File: src/rtl/mem_m_writer_if.sv
// Operand stream into the modulus memory writer: WIDTH-bit words with a valid/ready handshake.
interface mem_m_writer_if #(
  parameter int WIDTH = 32
);
  logic [WIDTH-1:0] in_data;
  logic             in_valid;
  logic             in_ready;

  modport master (output in_data, output in_valid, input in_ready);
  modport slave  (input in_data, input in_valid, output in_ready);
endinterface

File: src/rtl/mem_m_writer.sv
// Modulus RAM loader: writes NUM_WORDS stream words from address 0, then hands the
// address bus back to the MonPro reader and reports word count and XOR checksum.
module mem_m_writer #(
  parameter int WIDTH      = 32,
  parameter int ADDR_WIDTH = 7,
  parameter int NUM_WORDS  = 128
) (
  input  logic                  clk,
  input  logic                  reset,
  input  logic                  start,
  input  logic                  abort,
  mem_m_writer_if.slave         str,
  input  logic [ADDR_WIDTH-1:0] rd_addr,
  output logic [ADDR_WIDTH-1:0] ram_addr,
  output logic [WIDTH-1:0]      ram_data,
  output logic                  ram_we,
  output logic                  busy,
  output logic                  done,
  output logic                  loaded,
  output logic [ADDR_WIDTH:0]   word_cnt,
  output logic [WIDTH-1:0]      checksum
);

  typedef enum logic [1:0] {IDLE, LOAD, FLUSH, DONE} state_t;

  localparam logic [ADDR_WIDTH:0] LAST_CNT = (ADDR_WIDTH + 1)'(NUM_WORDS - 1);

  function automatic logic [WIDTH-1:0] xor_accum(input logic [WIDTH-1:0] acc,
                                                 input logic [WIDTH-1:0] word);
    return acc ^ word;
  endfunction

  state_t                state_r;
  state_t                state_s;
  logic [ADDR_WIDTH-1:0] wr_addr_r;
  logic [ADDR_WIDTH:0]   word_cnt_r;
  logic [WIDTH-1:0]      checksum_r;
  logic                  loaded_r;
  logic                  in_ready_r;
  logic                  busy_r;
  logic                  done_r;
  logic                  accept_s;
  logic                  restart_s;

  assign accept_s  = str.in_valid & in_ready_r;
  assign restart_s = start & ((state_r == IDLE) | (state_r == DONE));

  // Next-state decode; abort takes priority over start and over the final accept
  always_comb begin
    state_s = state_r;
    case (state_r)
      IDLE: begin
        if (start) state_s = LOAD;
        else       state_s = IDLE;
      end
      LOAD: begin
        if (abort)                                  state_s = IDLE;
        else if (accept_s && word_cnt_r == LAST_CNT) state_s = FLUSH;
        else                                        state_s = LOAD;
      end
      FLUSH: begin
        if (abort) state_s = IDLE;
        else       state_s = DONE;
      end
      DONE: begin
        if (start) state_s = LOAD;
        else       state_s = IDLE;
      end
      default: state_s = IDLE;
    endcase
  end

  // State, handshake/status flags (registered from next state) and load bookkeeping
  always_ff @(posedge clk or posedge reset) begin
    if (reset) begin
      state_r    <= IDLE;
      in_ready_r <= 1'b0;
      busy_r     <= 1'b0;
      done_r     <= 1'b0;
      loaded_r   <= 1'b0;
      wr_addr_r  <= '0;
      word_cnt_r <= '0;
      checksum_r <= '0;
    end else begin
      state_r    <= state_s;
      in_ready_r <= (state_s == LOAD);
      busy_r     <= (state_s == LOAD) || (state_s == FLUSH);
      done_r     <= (state_s == DONE);
      if (restart_s) begin
        wr_addr_r  <= '0;
        word_cnt_r <= '0;
        checksum_r <= '0;
        loaded_r   <= 1'b0;
      end else begin
        // A word accepted alongside abort is still counted; the RAM already saw it
        if (accept_s) begin
          wr_addr_r  <= wr_addr_r + ADDR_WIDTH'(1);
          word_cnt_r <= word_cnt_r + (ADDR_WIDTH + 1)'(1);
          checksum_r <= xor_accum(checksum_r, str.in_data);
        end else begin
          wr_addr_r  <= wr_addr_r;
          word_cnt_r <= word_cnt_r;
          checksum_r <= checksum_r;
        end
        if (state_s == DONE) loaded_r <= 1'b1;
        else                 loaded_r <= loaded_r;
      end
    end
  end

  assign str.in_ready = in_ready_r;
  assign ram_addr     = busy_r ? wr_addr_r : rd_addr;
  assign ram_data     = str.in_data;
  assign ram_we       = accept_s;
  assign busy         = busy_r;
  assign done         = done_r;
  assign loaded       = loaded_r;
  assign word_cnt     = word_cnt_r;
  assign checksum     = checksum_r;

endmodule

File: src/flat_wrapper.sv
// flat-port wrapper written by rule: the top's interface ports become plain ports
module mem_m_writer_flat 
#(
  parameter int WIDTH      = 32,
  parameter int ADDR_WIDTH = 7,
  parameter int NUM_WORDS  = 128
)
  (clk, reset, start, abort, rd_addr, ram_addr, ram_data, ram_we, busy, done, loaded, word_cnt, checksum, str_in_data, str_in_valid, str_in_ready);
  mem_m_writer_if #(.WIDTH(WIDTH)) str_i ();
  input  logic clk;
  input  logic reset;
  input  logic start;
  input  logic abort;
  input  logic [ADDR_WIDTH-1:0] rd_addr;
  output logic [ADDR_WIDTH-1:0] ram_addr;
  output logic [WIDTH-1:0] ram_data;
  output logic ram_we;
  output logic busy;
  output logic done;
  output logic loaded;
  output logic [ADDR_WIDTH:0] word_cnt;
  output logic [WIDTH-1:0] checksum;
  input wire logic [$bits(str_i.in_data)-1:0] str_in_data;
  input wire logic [$bits(str_i.in_valid)-1:0] str_in_valid;
  output wire logic [$bits(str_i.in_ready)-1:0] str_in_ready;
  assign str_i.in_data = str_in_data;
  assign str_i.in_valid = str_in_valid;
  assign str_in_ready = str_i.in_ready;
  mem_m_writer #(.WIDTH(WIDTH), .ADDR_WIDTH(ADDR_WIDTH), .NUM_WORDS(NUM_WORDS)) u_core (.clk(clk), .reset(reset), .start(start), .abort(abort), .str(str_i), .rd_addr(rd_addr), .ram_addr(ram_addr), .ram_data(ram_data), .ram_we(ram_we), .busy(busy), .done(done), .loaded(loaded), .word_cnt(word_cnt), .checksum(checksum));
endmodule
File: config.mk
export PLATFORM = sky130hd
export DESIGN_NAME = mem_m_writer_flat
export DESIGN_NICKNAME = d
export VERILOG_FILES = /design/src/rtl/mem_m_writer_if.sv /design/src/rtl/mem_m_writer.sv /design/src/flat_wrapper.sv
export SDC_FILE = /design/constraint.sdc
export NUM_CORES = 1
export LEC_CHECK = 0
export CORE_ASPECT_RATIO = 1.5
export CORE_UTILIZATION = 40
export DETAILED_ROUTE_END_ITERATION = 16
export PLACE_DENSITY = 0.78
export SYNTH_ARGS = -nofsm -noshare
export SYNTH_HDL_FRONTEND = slang
export SYNTH_SLANG_ARGS = --single-unit
File: constraint.sdc
create_clock -name clk -period 2.18 [get_ports clk]
set_input_delay 0.436 -clock clk [delete_from_list [all_inputs] [get_ports clk]]
set_output_delay 0.436 -clock clk [all_outputs]
set_load 0.02 [all_outputs]
# After elaboration in Yosys (flattened, before gate mapping)
# Cells that the tools add are included.
word_totals:
  output_inout_bits: 84
  wordCells: 41
  ff_bits: 53
op_classes:
  n_eq_ne: 7
  n_bitwise: 4
  reduce_logical: 6
  n_mux: 14
  addsub: 2
ops:
  columns: ["cell", "count"]
  rows:
  - ["32-bit 2-to-1 mux", 2]
  - ["32-bit XOR", 1]
  - ["7-bit 2-to-1 mux", 3]
  - ["8-bit 2-to-1 mux", 2]
  - ["8-bit by 1-bit adder with 8-bit output (second input constant)", 1]
  - ["2-bit equality test (second input constant)", 4]
  - ["8-bit by 7-bit equality test with 1-bit output (second input constant)", 1]
  - ["7-bit by 1-bit adder with 7-bit output (second input constant)", 1]
  - ["2-bit 2-to-1 mux", 3]
  - ["2-bit one-hot mux with 3 select lines", 1]
  - ["2-bit by 1-bit equality test with 1-bit output (second input constant)", 2]
  - ["2-bit nonzero test", 2]
  - ["1-bit 2-to-1 mux", 3]
  - ["1-bit AND", 2]
  - ["2-bit zero test", 1]
  - ["2-bit OR reduction", 1]
  - ["1-bit logical AND", 1]
  - ["1-bit logical OR", 1]
  - ["1-bit bitwise OR", 1]

# Longest topological paths before layout
# Gate-level depths: netlist (run 1).
depth:
  word_depth: 8
  ltp_mapped: 7
  depth_no_buf: 7

# Worst setup path before layout (run 1)
# No wires, ideal clock.
synth_timing:
  path_kind: "reg2reg"
  start: "register u_core.in_ready_r, in the netlist u_core.str.in_ready"
  end: "register u_core.busy_r, in the netlist u_core.busy"
  n_path_buf: 1
  path_slack_ns: 0.442
  setup_time_ns: 0.113
  stages_incl_launch_ff: 7
  arrival_time_ns: 1.626
  required_ns: 2.067
  synth_period_minus_slack_ns: 1.738
  cell_sequence: "dfrtp_1 > buf_4 > nand3_4 > nor4b_1 > o21ai_0 > ha_1 > inv_1"
synth_between:
  elab_chain_cells: 7
  word_cells_on_any_way: 8
  cone_classes: "2 x eq/ne; 3 x mux; 1 x bitwise; 2 x reduce/logical"
synth_lines:
  columns: ["element", "line_no", "text"]
  rows:
  - ["start: declaration", "mem_m_writer.sv:39", "logic in_ready_r;"]
  - ["start signal: assignment", "mem_m_writer.sv:86", "in_ready_r <= (state_s == LOAD);"]
  - ["1-bit AND (*)", "mem_m_writer.sv:45", "assign accept_s = str.in_valid & in_ready_r;"]
  - ["1-bit logical AND (*)", "mem_m_writer.sv:58", "else if (accept_s && word_cnt_r == LAST_CNT) state_s = FLUSH;"]
  - ["2-bit 2-to-1 mux (*)", "mem_m_writer.sv:58", null]
  - ["2-bit 2-to-1 mux (*)", "mem_m_writer.sv:57", "if (abort) state_s = IDLE;"]
  - ["2-bit one-hot mux with 3 select lines (*)", "mem_m_writer.sv:51", "case (state_r)"]
  - ["via u_core.state_s[0]", "mem_m_writer.sv:34", "state_t state_s;"]
  - ["2-bit by 1-bit equality test with 1-bit output / 2-bit equality test (equally long branches)", "mem_m_writer.sv:87", "busy_r <= (state_s == LOAD) || (state_s == FLUSH);"]
  - ["1-bit logical OR (*)", "mem_m_writer.sv:87", null]
  - ["end signal: assignment", "mem_m_writer.sv:87", null]
  - ["end: declaration", "mem_m_writer.sv:40", "logic busy_r;"]
# The timed path passes the listed nets; every way through them passes the cells marked *.
# A chain may end at the register's enable or synchronous reset.

# Worst setup path after layout (run 1)
layout_timing:
  start: "register u_core.busy_r, in the netlist u_core.busy"
  end: "output ram_addr[0]"
layout_between:
  elab_chain_cells: 1
layout_lines:
  columns: ["element", "line_no", "text"]
  rows:
  - ["7-bit 2-to-1 mux", "mem_m_writer.sv:112", "assign ram_addr = busy_r ? wr_addr_r : rd_addr;"]
  - ["end: declaration", "flat_wrapper.sv:15", "output logic [ADDR_WIDTH-1:0] ram_addr;"]
# Every way passes these cells.

==> results of run 1 <==
-- worst reg2reg max path: stages (launching register included) --
cell and delay [ps]:
dfrtp_1 430, buf_4 270, nand3_4 90, nor4b_1 310, buf_4 170, o21ai_0 100
ha_1 300, inv_1 40
-- routing by layer --
layer / track usage, % / wire, um / vias up
met5: 0 / 0 / -
met4: 6.31 / 127 / 0
met3: 4.07 / 336 / 9
met2: 35.8 / 3510 / 80
met1: 19.0 / 2420 / 1110
li1: - / - / 1093
-- where the power goes --
part | leakage, nW | switching (mW) | total, mW | internal, mW
Clock | 0.0540 | 0.303 | 0.637 | 0.334
Sequential | 0.715 | 0.211 | 1.47 | 1.25
Combinational | 0.962 | 0.990 | 1.91 | 0.923
-- worst max path at each step --
| stage | from | end | slack, ps | depth (start not counted) |
|---|---|---|---|---|
| 3_3_place_gp | str_in_valid | u_core.busy | -20 | 8 |
| 5_1_grt | u_core.busy | ram_addr[3] | 3 | 2 |
| 2_1_floorplan | u_core.str.in_ready | u_core.busy | 440 | 6 |
| 3_5_place_dp | str_in_valid | u_core.busy | -2 | 8 |
| 4_1_cts | rd_addr[2] | ram_addr[2] | 40 | 3 |
| 6_report | u_core.busy | ram_addr[0] | 70 | 2 |
-- logic make-up (layout without fill, tap and decap cells) --
kind of cell | after synthesis | after routing
adders and majority gates | 5 | 5
DFF | 53 | 53
muxes | 7 | 7
xor gates and xnor gates | 36 | 36
buffers and inverters | 52 | 151
AOI/OAI and AO/OA | 25 | 25
and+or+nand+nor | 102 | 102
-- layout make-up --
type | instances | area (um^2)
multi-input cells | 175 | 1090
repair buffers | 138 | 1380
clock inverters | 2 | 35.0
clock buffers | 5 | 68.8
fillers | 593 | 2560
inverters | 6 | 22.5
well taps | 76 | 95.1
flip-flops and latches | 53 | 1330
-- flip-flops by register name, indices dropped and copies added (netlist names) --
register             cells
u_core.busy              1
u_core.word_cnt          8
u_core.state_r           2
u_core.str.in_ready      1
u_core.wr_addr_r         7
u_core.checksum         32
u_core.loaded            1
u_core.done              1
-- stage by stage --
stage	power (mW)	setup slack (ps)	std cells
after floorplan	2.54	442	280
after global placement	3.37	-19.7	448
after detailed placement	3.42	-2.00	448
after CTS	4.07	43.4	455
after global routing	4.26	3.19	455
final	4.01	69.5	455
-- layout by cell type, fill, tap and decap left out, types with 5 or more instances in the layout --
| cell | Yosys | routed |
|---|---|---|
| or3_1 | 5 | 5 |
| inv_1 | 6 | 5 |
| o21ai_0 | 6 | 6 |
| a21oi_1 | 12 | 12 |
| nand3_1 | 36 | 36 |
| clkbuf_8 | 0 | 5 |
| clkdlybuf4s50_1 | 0 | 126 |
| ha_1 | 5 | 5 |
| buf_4 | 34 | 9 |
| nand2_1 | 12 | 12 |
| nor2_1 | 37 | 37 |
| dfrtp_1 | 53 | 52 |
| xor2_1 | 34 | 34 |
| mux2_2 | 7 | 7 |
==> out/metrics.cfg, run 1 <==
[logic_synthesis]
yosys_warnings=0
synth-simple-area-share_pct=17.8
synth_xor_area_share_pct=11.5
syn_area_mm2=0.00275
post-synth-top-count-cell=dfrtp_1
synth-main-ff-cell=dfrtp_1
synth.mux.area_fraction_pct=2.87
synthAdderAreaFrac_pct=2.28
synth_edf_count=0
yosysSeqAreaShare_pct=48.3
synth_async_sr_flop_share_pct=100
yosysUniqueCellTypes=26
synth_area_per_cell_um2=9.81
synth_cells=280
synth_area_leaders=dfrtp_1 48%, xor2_1 11%, buf_4 9.3%, nand3_1 6.6%, nor2_1 5.1%
ys_ff_latch=53
synthTopCellsByCount=53 x dfrtp_1, 37 x nor2_1, 36 x nand3_1
synth_top_cell_area_share_pct=48.3
yosys.area.top_type=dfrtp_1
synth_nets=329
synth_compound_area_share_pct=5.19
synth_top_family_by_area=simple AND/OR/NAND/NOR gates

[critical_path]
timing.rr.end=u_core.busy
reg2reg_slack_ps=380
cp.required_ps=1740
critPathBufInv=1
cp_max_fo=8
crit_arrival_ps=1670
critPathLaunchType=flip-flop
cp_top_family=buffers and inverters
ff2ff_path_depth=7
r2r_start=u_core.str.in_ready
slowest_delay_ps=540
worst-setup-path-type=flip-flop to primary output
worst_setup_path_end_kind=primary output
path_cells=mux2_2 -> clkdlybuf4s50_1
slowest_stage=clkdlybuf4s50_1

[placed_design]
place_hpwl_um=4740
routabilityCongestion=0.763
placed_area_mm2=0.00391
port_buffers=127

[sta]
tightest_slew_ps=314
finalCritPeriodShare_pct=96.8
max-slew-margin-rel_pct=79.1
clock_skew_ps=2.58
slew_violations=0
final.setup.tns_ps=0
rsz0062_at_grt=no
setup_viol_count_final=0
hold_viol_final=0
fmax_mhz=474
whs_ps=484
final.min_clock_period_ps=2110

[clock_tree]
cts_sinks=53
insertion_delay_ps=290
tritoncts=built
post_cts_resized=1
clkSlewWorstSetupHoldPaths_ps=90
post-cts-setup-buffers=0
htree_levels=2
hold_buffers=0
cts_buffers=5
root_buffer=clkbuf_8
clockBufferDepth=2

[detailed_routing]
drt-wirelength-per-cell_um=14.0
first_pass_iters=4
vias=2292
viasPerCell=5.04
drt-initial-drc-count=48
drc_errors=0
ant_nets=0
drt_wl_total_um=6390

[final_layout]
utilization_pct=61.1
design_area_mm2=0.00402
area_delta_synth_final_pct=46.3
finalNetCount=428
drive_gt1_share_pct=7.39
n_antenna_cell=0

[global_routing]
grt_pass1_vias=2242
overflow=0
antenna_found_initial=0
grt_pass1_wl_um=10300
grt_max_degree=54
grt_use_total_pct=18.2

[die]
num_rows=36
dieArea_mm2=0.00721
die_x_um=69.7
ios=128
start_util_pct=41.8
die_h_um=103
core_area_mm2=0.00658

[power]
p_leak_nw=1.73
p_per_area_mw_per_mm2=999
peakVddDrop_v=0.000591

[flow_run]
drv_cap=0

[hold_path]
hp-class=input pin to asynchronous set/reset pin

[outcome]
status=complete, no violations

Power figures use the tool's default switching activity.
==> run 2: changes to the inputs <==
--- a/config.mk
+++ b/config.mk
@@ -5,8 +5,8 @@
 export SDC_FILE = /design/constraint.sdc
 export NUM_CORES = 1
 export LEC_CHECK = 0
-export CORE_ASPECT_RATIO = 1.5
 export CORE_UTILIZATION = 40
+export CTS_BUF_LIST = sky130_fd_sc_hd__clkbuf_8
 export DETAILED_ROUTE_END_ITERATION = 16
 export PLACE_DENSITY = 0.78
 export SYNTH_ARGS = -nofsm -noshare
==> run 2 against run 1 <==
  * The flow now finishes with violations (DRC)
  * Combinational power barely moved
  * Cell area increased by 0.31%
  * Sequential cell count is the same
  * Count of clock-buffer cells in the layout is 1 higher
  * Clock power up 5.2%
  * Clock skew rose by 2.2 ps
  * First-iteration DRC count rose by 52%
  * Critical path depth up 1
  * Global-route usage down 0.51 points
  * Core utilization is 0.96 points higher
  * Worst setup slack worse by 19 ps
  * Non-clock buffer count unchanged
  * Critical path type is now input pin to primary output
  * Critical endpoint is now ram_addr[2]
  * Largest cell class unchanged
  * Highest routed layer unchanged
==> out/metrics.cfg, run 2 (synthesis results as in run 1) <==
[die]
die_x_um=84.9
die_h_um=84.9
num_rows=29
ios=128
start_util_pct=42.3
core_area_mm2=0.00649
dieArea_mm2=0.00720

[power]
peakVddDrop_v=0.000615
power.total_mw=4.06
p_per_area_mw_per_mm2=1010
p_leak_nw=1.73

[final_layout]
drive_gt1_share_pct=7.63
area_delta_synth_final_pct=46.8
finalNetCount=428
multiInputGateArea_mm2=0.00109
n_fill_cell=533
n_antenna_cell=0
largest_reg_flops=32
final_common_cell=clkdlybuf4s50_1
final_cell_mix=127 x clkdlybuf4s50_1, 52 x dfrtp_1, 37 x nor2_1
seqCellArea_mm2=0.00133
final-instance-count-excl-fill=457

[critical_path]
worst-setup-path-type=input pin to primary output
reg2reg_slack_ps=390
cp_top_family=buffers and inverters
slowest_stage=clkdlybuf4s50_1
worst_setup_path_end_kind=primary output
slowest_delay_ps=540
crit_arrival_ps=1690
cp_max_fo=1
critPathLaunchType=input pin
ff2ff_path_depth=7
critPathBufInv=2
timing.rr.end=u_core.busy
r2r_start=u_core.str.in_ready
cp_common_cell=clkdlybuf4s50_1
crit_end=ram_addr[2]
cp.depth=3
startpoint=rd_addr[2]
cp.required_ps=1740
path_cells=clkdlybuf4s50_1 -> mux2_2 -> clkdlybuf4s50_1

[flow_run]
drv_cap=0

[global_routing]
grt_pass1_vias=2208
grt_max_degree=54
grt_pass1_wl_um=10200
overflow=0
grt_use_total_pct=17.7
antenna_found_initial=0

[sta]
max-slew-margin-rel_pct=80.1
fmax_mhz=470
final.min_clock_period_ps=2130
clock_skew_ps=4.78
rsz0062_at_grt=no
setup_viol_count_final=0
slew_violations=0
hold_viol_final=0
finalCritPeriodShare_pct=97.7
tightest_slew_ps=294
whs_ps=480

[clock_tree]
cts_buffers=5
post-cts-setup-buffers=0
clockBufferDepth=2
root_buffer=clkbuf_8
hold_buffers=0
htree_levels=2
insertion_delay_ps=300
clkSlewWorstSetupHoldPaths_ps=90
post_cts_resized=1
tritoncts=built
cts_sinks=53

[placed_design]
routabilityCongestion=0.759
port_buffers=127
place_hpwl_um=4570
dp.cells=449

[hold_path]
hp-class=input pin to asynchronous set/reset pin

[detailed_routing]
drt-wirelength-per-cell_um=13.7
vias=2250
drt-initial-drc-count=73
first_pass_iters=12
viasPerCell=4.92
drc_errors=13
ant_nets=0
drt_wl_total_um=6280

[outcome]
status=finished with violations
violations=DRC

## run 2: cell type report
class	instances	share of cell area, %
well taps	77	2.39
multi-input cells	175	27.0
clock inverters	2	0.838
clock buffers	6	2.05
repair buffers	138	34.2
flip-flops and latches	53	32.9
inverters	6	0.559
## run 2: how the worst min path moves through the flow
stage                             start                   to  slack (ps)
floorplan           u_core.wr_addr_r[6]  u_core.wr_addr_r[6]         510
global placement          u_core.loaded        u_core.loaded         480
detailed placement        u_core.loaded        u_core.loaded         490
CTS                               reset   u_core.checksum[1]         500
global route                      reset  u_core.checksum[26]         500
finish                            reset   u_core.checksum[7]         480
## run 2: stage by stage
step / TNS (ps) / util (%) / instance area (um^2) / worst slack [ps]
final: 0 / 62.1 / 4030 / 50.3
after global routing: 0 / 62.1 / 4030 / 16.9
after CTS: 0 / 62.1 / 4030 / 39.7
after detailed placement: -31.9 / 60.3 / 3910 / -31.9
after global placement: 0 / 60.3 / 3910 / 2.86
after floorplan: 0 / - / 2750 / 442
## run 2: layer usage
metal  routed length (um)  GRT usage (%)  up-vias
li1                     -              -     1087
met1                 2600           20.5     1075
met2                 3190           32.9       82
met3                  416           3.89        6
met4                   70           4.78        0
met5                    0              0        -
## run 2: tightest hold or removal path, delay by kind of cell
family	cells	cell delay [ps]
buffers and inverters	3	730
## run 2: where the power goes
part | switching (mW) | internal [mW] | leakage (nW)
registers | 0.214 | 1.25 | 0.715
clock network | 0.301 | 0.370 | 0.0626
logic | 0.991 | 0.927 | 0.950
==> run 3: changes to the inputs <==
--- a/config.mk
+++ b/config.mk
@@ -5,6 +5,7 @@
 export SDC_FILE = /design/constraint.sdc
 export NUM_CORES = 1
 export LEC_CHECK = 0
+export CORE_ASPECT_RATIO = 0.5
 export CORE_UTILIZATION = 40
 export CTS_BUF_LIST = sky130_fd_sc_hd__clkbuf_8
 export DETAILED_ROUTE_END_ITERATION = 16
==> run 3 against run 2 <==
  * The run now ends clean
  * Highest routed layer unchanged
  * Die area rose by 0.28%
  * Clock skew fell by 1.8 ps
  * Sequential power barely moved
  * Combinational power barely moved
  * Power fell by 2.7%
  * Critical endpoint unchanged
  * Critical path type is now flip-flop to primary output
  * Global-route usage rose by 0.58 points
  * Core utilization rose by 1.5 points
  * Via count rose by 1.0%
==> out/metrics.cfg, run 3 (synthesis results as in run 1) <==
[outcome]
status=complete, no violations

[clock_tree]
clkSlewWorstSetupHoldPaths_ps=90
root_buffer=clkbuf_8
cts_sinks=53
insertion_delay_ps=300
clockBufferDepth=2
htree_levels=2
cts_buffers=5
tritoncts=built
hold_buffers=0

[critical_path]
crit_arrival_ps=1690
worst_setup_path_end_kind=primary output
worst-setup-path-type=flip-flop to primary output
ff2ff_path_depth=6
cp.required_ps=1740
cp_max_fo=8
critPathLaunchType=flip-flop

[flow_run]
drv_cap=0

[final_layout]
final-instance-count-excl-fill=469
design_area_mm2=0.00403
finalNetCount=430
n_antenna_cell=0
n_fill_cell=514
final_common_cell=clkdlybuf4s50_1
drive_gt1_share_pct=7.61
area_delta_synth_final_pct=46.7
utilization_pct=63.6
multiInputGateArea_mm2=0.00109
largest_reg_flops=32
seqCellArea_mm2=0.00133
final_cell_mix=126 x clkdlybuf4s50_1, 52 x dfrtp_1, 37 x nor2_1

[placed_design]
pre_cts_ws_ps=-32.6
placed_area_mm2=0.00394
routabilityCongestion=0.767
port_buffers=127
place_hpwl_um=4960
dp.cells=462

[die]
die_h_um=60.6
num_rows=20
start_util_pct=43.4
dieArea_mm2=0.00722
core_area_mm2=0.00633
ios=128
die_x_um=119

[sta]
hold_viol_final=0
setup_slack_ps=58.0
max-slew-margin-rel_pct=81.3
whs_ps=504
clock_skew_ps=2.96
setup_viol_count_final=0
rsz0062_at_grt=no
slew_violations=0
tightest_slew_ps=276
final.setup.tns_ps=0
fmax_mhz=471
finalCritPeriodShare_pct=97.3
final.min_clock_period_ps=2120

[detailed_routing]
viasPerCell=4.85
drt-initial-drc-count=79
drc_errors=0
vias=2273
ant_nets=0
drt-wirelength-per-cell_um=14.3
first_pass_iters=4
drt_wl_total_um=6680

[global_routing]
overflow=0
grt_max_degree=54
grt_pass1_wl_um=10300
grt_pass1_vias=2270
grt_use_total_pct=18.2
antenna_found_initial=0

[hold_path]
hold_depth=1
hp-class=flip-flop to flip-flop

[power]
p_per_area_mw_per_mm2=980
power.total_mw=3.95
peakVddDrop_v=0.000534
p_leak_nw=1.72

-- run 3: critical path: stages (launching register included) --
cell             delay (ps)
dfrtp_2                 480
mux2_2                  360
clkdlybuf4s50_1         550
-- run 3: final timing paths --
| check | startpoint | endpoint | slack [ps] |
|---|---|---|---|
| min in group asynchronous | reset | u_core.checksum[5] | 510 |
| max reg2reg | u_core.word_cnt[3] | u_core.busy | 530 |
| min | u_core.loaded | u_core.loaded | 500 |
| min reg2reg | u_core.loaded | u_core.loaded | 500 |
| max | u_core.busy | ram_addr[2] | 60 |
| max in group asynchronous | reset | u_core.busy | 1420 |
-- run 3: routing by layer --
layer / share of wire [%] / wire [um] / global-route usage (%)
met1: 43 / 2870 / 21.3
met2: 53 / 3550 / 35.0
met3: 2.8 / 187 / 3.01
met4: 1.1 / 75 / 7.05
met5: 0 / 0 / 0
-- run 3: final cells by class --
| class | instances | share of cell area [%] |
|---|---|---|
| Multi-Input combinational cell | 175 | 27.0 |
| Sequential cell | 53 | 33.0 |
| Tap cell | 88 | 2.73 |
| Inverter | 6 | 0.559 |
| Clock inverter | 1 | 0.0932 |
| Clock buffer | 6 | 2.05 |
| Timing Repair Buffer | 140 | 34.6 |
-- run 3: where the power goes --
part | switching [mW] | internal (mW) | leakage, nW
logic | 0.979 | 0.921 | 0.962
registers | 0.245 | 1.26 | 0.715
clock network | 0.299 | 0.248 | 0.0485
total | 1.52 | 2.42 | 1.72
-- run 3: repair_timing --
item / CTS / global route
buffers inserted: 0 / 0
endpoints found under the setup margin: 8 / 0
gates resized for setup: 2 / 0
